--- src/rtl/noc_system.sv ---
// noc_system: one injection port wormhole-routed to eight ejection ports.
// Head/single flits carry a destination bitmask in data[7:0]; each ejection
// port is decoupled by its own small FIFO. Multicast writes are all-or-none.

// Per-port ejection FIFO; the output shows the head entry, or zero when empty.
module noc_fifo #(
    parameter int unsigned DW    = 32,
    parameter int unsigned DEPTH = 4
) (
    input  logic          clk,
    input  logic          rst,
    input  logic          wr_en_i,
    input  logic [DW-1:0] wr_data_i,
    input  logic          rd_en_i,
    output logic [DW-1:0] rd_data_o,
    output logic          valid_o,
    output logic          full_o
);
    localparam int unsigned AW = $clog2(DEPTH);
    localparam int unsigned CW = $clog2(DEPTH + 1);

    logic [DW-1:0] mem_q [DEPTH];
    logic [AW-1:0] wptr_q, wptr_d;
    logic [AW-1:0] rptr_q, rptr_d;
    logic [CW-1:0] count_q, count_d;
    logic          empty;
    logic          do_rd;
    logic          do_wr;

    assign empty     = (count_q == '0);
    assign full_o    = (count_q == CW'(DEPTH));
    assign valid_o   = !empty;
    assign rd_data_o = empty ? '0 : mem_q[rptr_q];
    assign do_rd     = rd_en_i && !empty;
    // A write into a full FIFO only lands when the same-edge read frees a slot.
    assign do_wr     = wr_en_i && (!full_o || do_rd);

    // Next pointer and occupancy values.
    always_comb begin
        wptr_d  = wptr_q;
        rptr_d  = rptr_q;
        count_d = count_q;
        if (do_wr) wptr_d = wptr_q + AW'(1);
        if (do_rd) rptr_d = rptr_q + AW'(1);
        case ({do_wr, do_rd})
            2'b10:   count_d = count_q + CW'(1);
            2'b01:   count_d = count_q - CW'(1);
            default: ;
        endcase
    end

    // Pointer and occupancy registers, cleared by reset.
    always_ff @(posedge clk) begin
        if (rst) begin
            wptr_q  <= '0;
            rptr_q  <= '0;
            count_q <= '0;
        end else begin
            wptr_q  <= wptr_d;
            rptr_q  <= rptr_d;
            count_q <= count_d;
        end
    end

    // Storage array; contents are masked by the empty flag so need no reset.
    always_ff @(posedge clk) begin
        if (do_wr) mem_q[wptr_q] <= wr_data_i;
    end
endmodule

module noc_system #(
    parameter int unsigned DW    = 32,
    parameter int unsigned DEPTH = 4
) (
    input  logic          clk,
    input  logic          rst,
    input  logic [DW-1:0] data_i_stab,
    input  logic          valid_i_stab,
    output logic          ready_o_stab,
    output logic [DW-1:0] data_o_flee0,
    output logic [DW-1:0] data_o_flee1,
    output logic [DW-1:0] data_o_flee2,
    output logic [DW-1:0] data_o_flee3,
    output logic [DW-1:0] data_o_flee4,
    output logic [DW-1:0] data_o_flee5,
    output logic [DW-1:0] data_o_flee6,
    output logic [DW-1:0] data_o_flee7,
    output logic          valid_o_flee0,
    output logic          valid_o_flee1,
    output logic          valid_o_flee2,
    output logic          valid_o_flee3,
    output logic          valid_o_flee4,
    output logic          valid_o_flee5,
    output logic          valid_o_flee6,
    output logic          valid_o_flee7,
    input  logic          ready_i_flee0,
    input  logic          ready_i_flee1,
    input  logic          ready_i_flee2,
    input  logic          ready_i_flee3,
    input  logic          ready_i_flee4,
    input  logic          ready_i_flee5,
    input  logic          ready_i_flee6,
    input  logic          ready_i_flee7
);
    typedef enum logic {
        IDLE,
        IN_PKT
    } state_t;

    typedef enum logic [1:0] {
        FT_BODY   = 2'b00,
        FT_HEAD   = 2'b01,
        FT_TAIL   = 2'b10,
        FT_SINGLE = 2'b11
    } flit_t;

    state_t        state_q, state_d;
    logic [7:0]    mask_q, mask_d;
    flit_t         ftype;
    logic [7:0]    eff_mask;
    logic [7:0]    fifo_full;
    logic [7:0]    fifo_valid;
    logic [7:0]    port_ready;
    logic [7:0]    wr_en;
    logic          accept;
    logic [DW-1:0] fifo_data [8];

    assign ftype      = flit_t'(data_i_stab[DW-1:DW-2]);
    assign port_ready = {ready_i_flee7, ready_i_flee6, ready_i_flee5, ready_i_flee4,
                         ready_i_flee3, ready_i_flee2, ready_i_flee1, ready_i_flee0};

    // Destination set of the flit on the input; zero means drop.
    always_comb begin
        eff_mask = '0;
        if (ftype == FT_HEAD || ftype == FT_SINGLE) begin
            eff_mask = data_i_stab[7:0];
        end else if (state_q == IN_PKT) begin
            eff_mask = mask_q;
        end
    end

    // Accept only when every selected FIFO has room, so multicast is all-or-none.
    assign ready_o_stab = !rst && ((eff_mask & fifo_full) == '0);
    assign accept       = valid_i_stab && ready_o_stab;
    assign wr_en        = accept ? eff_mask : '0;

    // Packet tracking: head opens a packet, tail/single close it, body keeps it.
    always_comb begin
        state_d = state_q;
        mask_d  = mask_q;
        if (accept) begin
            case (ftype)
                FT_HEAD: begin
                    state_d = IN_PKT;
                    mask_d  = data_i_stab[7:0];
                end
                FT_TAIL, FT_SINGLE: begin
                    state_d = IDLE;
                    mask_d  = '0;
                end
                default: ;
            endcase
        end
    end

    // Router state and latched packet mask.
    always_ff @(posedge clk) begin
        if (rst) begin
            state_q <= IDLE;
            mask_q  <= '0;
        end else begin
            state_q <= state_d;
            mask_q  <= mask_d;
        end
    end

    for (genvar k = 0; k < 8; k++) begin : g_port
        noc_fifo #(
            .DW    (DW),
            .DEPTH (DEPTH)
        ) u_fifo (
            .clk       (clk),
            .rst       (rst),
            .wr_en_i   (wr_en[k]),
            .wr_data_i (data_i_stab),
            .rd_en_i   (port_ready[k]),
            .rd_data_o (fifo_data[k]),
            .valid_o   (fifo_valid[k]),
            .full_o    (fifo_full[k])
        );
    end

    assign data_o_flee0  = fifo_data[0];
    assign data_o_flee1  = fifo_data[1];
    assign data_o_flee2  = fifo_data[2];
    assign data_o_flee3  = fifo_data[3];
    assign data_o_flee4  = fifo_data[4];
    assign data_o_flee5  = fifo_data[5];
    assign data_o_flee6  = fifo_data[6];
    assign data_o_flee7  = fifo_data[7];
    assign valid_o_flee0 = fifo_valid[0];
    assign valid_o_flee1 = fifo_valid[1];
    assign valid_o_flee2 = fifo_valid[2];
    assign valid_o_flee3 = fifo_valid[3];
    assign valid_o_flee4 = fifo_valid[4];
    assign valid_o_flee5 = fifo_valid[5];
    assign valid_o_flee6 = fifo_valid[6];
    assign valid_o_flee7 = fifo_valid[7];
endmodule

--- config.mk ---
export PLATFORM = sky130hd
export DESIGN_NAME = noc_system
export DESIGN_NICKNAME = d
export VERILOG_FILES = /design/src/rtl/noc_system.sv
export SDC_FILE = /design/constraint.sdc
export NUM_CORES = 1
export LEC_CHECK = 0
export BUFFER_PORTS_ARGS = -buffer_cell sky130_fd_sc_hd__buf_2
export CORE_UTILIZATION = 65
export CTS_BUF_LIST = sky130_fd_sc_hd__clkbuf_8 sky130_fd_sc_hd__clkbuf_16
export CTS_CLUSTER_SIZE = 20
export DETAILED_ROUTE_END_ITERATION = 8
export PLACE_DENSITY = 0.87
export SETUP_SLACK_MARGIN = 0.02
export SLEW_MARGIN = 5
export SYNTH_ARGS = -nofsm -noshare
export SYNTH_HDL_FRONTEND = slang
export SYNTH_SLANG_ARGS = --single-unit
--- constraint.sdc ---
create_clock -name clk -period 6.62 [get_ports clk]
set_clock_uncertainty 0.1 [all_clocks]
set_input_delay 0.662 -clock clk [delete_from_list [all_inputs] [get_ports clk]]
set_output_delay 0.662 -clock clk [all_outputs]
set_load 0.03 [all_outputs]
==> impl_metrics.tcl <==
set metrics [dict create \
    outcome "completed" \
    io_pins 308 \
    startpoint_type "input pin" \
    setup.worst_path.class "in2out" \
    final_cells 3407 \
    layout_commonest_cell "edfxtp_1" \
    vdd_drop_max_uv 333.9 \
    cts_setup_buffers 0 \
    initial_core_util_pct 66.14 \
    max_cap_violations 0 \
    synth_edf_count 1024 \
    placed_area_um2 45440 \
    grt_pass1_wl_mm 149.4 \
    regArea_um2 32380 \
    cts_max_path_buffers 3 \
    htreeDepth 3 \
    hpwl_mm 54.00 \
    cp-end-kind "output port" \
    cts_resized 0 \
    wirelength_mm 102.9 \
    die_h_um 258.8 \
    antenna_found_initial 7 \
    synthXorXnorAreaFrac_pct 0.6538 \
    numPortBuffers 307 \
    synth.mux.area_fraction_pct 13.85 \
    multi_input_area_um2 9836 \
    fill_cells 3271 \
    setup_viol 0 \
    core_um2 64810 \
    grt_max_degree 43 \
    p_per_area_nw_per_um2 346.0 \
    dr.pass1.iters 5 \
    cts_hold_buf 0 \
    synthArstFlopShare_pct 0 \
    fin_crit_sh_pct 65.30 \
    synth_compound_area_share_pct 0.9136 \
    place_congestion 0.7967 \
    synth_top_family_by_area "multiplexers" \
    postRouteAntennaNets 0 \
    dieArea_um2 66980 \
    path_clk_slew_ps 60 \
    layout_setup_ws_ps 2297 \
    rows 93 \
    synth_warnings 0 \
    synth-seq-cells 1105 \
    p_total_mw 16.87 \
    final_cell_mix "edfxtp_1 (1,024), buf_2 (307), and2_1 (297), mux4_2 (256), clkbuf_16 (103)" \
    timing.fmax_mhz 231.3 \
    syn_area_um2 42870 \
    slew_headroom_pct 20.89 \
    min_period_ps 4323 \
    seq_area_frac_synth_pct 75.51 \
    drtIter0Drc 2761 \
    die_w_um 258.8 \
    rsz0062_at_grt "false" \
    placedCellCount 3218 \
    ys_types 38 \
    overflow 0 \
    via_count 21880 \
    final_nets 2557 \
    grtUsageTotal_pct 31.42 \
    required_ps 5860 \
    synth-adder-area-share_pct 1.541 \
    hold_depth 2 \
    crit_fanout 29 \
    finalHoldViolCount 0 \
    slew_violations 0 \
    utilization_pct 75.24 \
    synthSimpleGateAreaFrac_pct 5.989 \
    root_buffer "clkbuf_16" \
    via_per_inst 6.421 \
    whs_ps 366.8 \
    drive_gt1_share_pct 31.20 \
    grt_pass1_vias 22870 \
    cts_sinks 1105 \
    synthesis.nets 2194 \
    area_growth_syn_to_layout_pct 13.76 \
    cp.arrival_ps 3560 \
    syn_avg_cell_area_um2 20.38 \
    drc_errors 0 \
    clock_latency_ps 660 \
    cts_tree "done" \
    p_leak_nw 16.55 \
    post_drt_wl_per_cell_um 30.21 \
    cts_buffers 101 \
    finalInstanceArea_um2 48770 \
    setup_tns_ps 0 \
    syn_inst 2103 \
    place_worst_setup_slack_ps 2053 \
    worst_hold_path_type "reg2reg" \
    synth_ff_type "edfxtp_1" \
    worst_slew_pin_slew_ps 1187 \
    worstRegToRegCells 11 \
]
-- cell usage after synthesis (all sizes together), types with 2 or more instances --
cell type | number | share of area [%]
edfxtp | 1024 | 72
and2 | 297 | 4.3
mux4 | 256 | 13
dfxtp | 81 | 3.8
inv | 56 | 0.49
clkbuf | 51 | 0.45
buf | 50 | 0.60
nor2 | 48 | 0.42
ha | 40 | 1.2
nand2 | 34 | 0.30
xor2 | 24 | 0.49
a21oi | 17 | 0.20
mux2i | 17 | 0.40
or3 | 16 | 0.23
and3 | 9 | 0.13
nand2b | 9 | 0.13
o21ai | 9 | 0.11
fa | 8 | 0.37
nand4 | 8 | 0.12
o31ai | 8 | 0.14
xnor2 | 8 | 0.16
a2111oi | 7 | 0.27
nand3b | 7 | 0.15
nor4 | 7 | 0.14
a211oi | 6 | 0.11
nor3b | 2 | 0.035
-- where the power goes --
| part | switching [mW] | internal [mW] |
|---|---|---|
| combinational | 2.03 | 1.07 |
| clock | 2.51 | 3.33 |
| sequential | 0.162 | 7.77 |
| total | 4.70 | 12.2 |
-- logic make-up after synthesis --
kind of cell	after synthesis
DFF	1105
AOI/OAI and AO/OA	50
muxes	273
adders and majority gates	48
and+or+nand+nor	437
xor gates and xnor gates	32
buffers and inverters	158
-- final cells by class --
type	count	share of cell area, %
diodes	4	0.02053
clock inverters	78	1.393
flip-flops and latches	1105	66.40
repair buffers	361	3.982
inverters	57	0.4387
clock buffers	107	5.398
well taps	855	2.194
multi-input cells	840	20.17
-- worst max-delay path, cell delays in order --
cell       delay (ps)
buf_2             480
buf_4             410
nand3b_1          200
a2111oi_2         100
a2111oi_4        1050
and2_1            380
buf_2             250
-- worst paths after layout --
kind / start / end / slack (ps)
setup reg to reg: state_q$_SDFFE_PP0P_ / g_port[4].u_fifo.count_q[2]$_SDFFE_PP0P_ / 2990
setup / recovery: data_i_stab[30] / ready_o_stab / 2300
hold / removal: mask_q[5]$_SDFFE_PP0P_ / mask_q[5]$_SDFFE_PP0P_ / 370
hold reg to reg: mask_q[5]$_SDFFE_PP0P_ / mask_q[5]$_SDFFE_PP0P_ / 370
-- sequential cells by signal, indices dropped and copies added, names as in the netlist, named ones only --
register               cells
g_port.u_fifo.count_q     24
g_port.u_fifo.mem_q     1024
g_port.u_fifo.rptr_q      16
g_port.u_fifo.wptr_q      16
mask_q                     8
state_q                    1
-- per-layer routing --
metal | track usage, % | vias up | wire length (µm)
li1 | - | 8995 | -
met1 | 41.61 | 11260 | 36450
met2 | 52.00 | 1386 | 52190
met3 | 5.624 | 233 | 9952
met4 | 13.79 | 4 | 4304
met5 | 0 | - | 23
No activity file was read; power rests on OpenSTA's default activity.
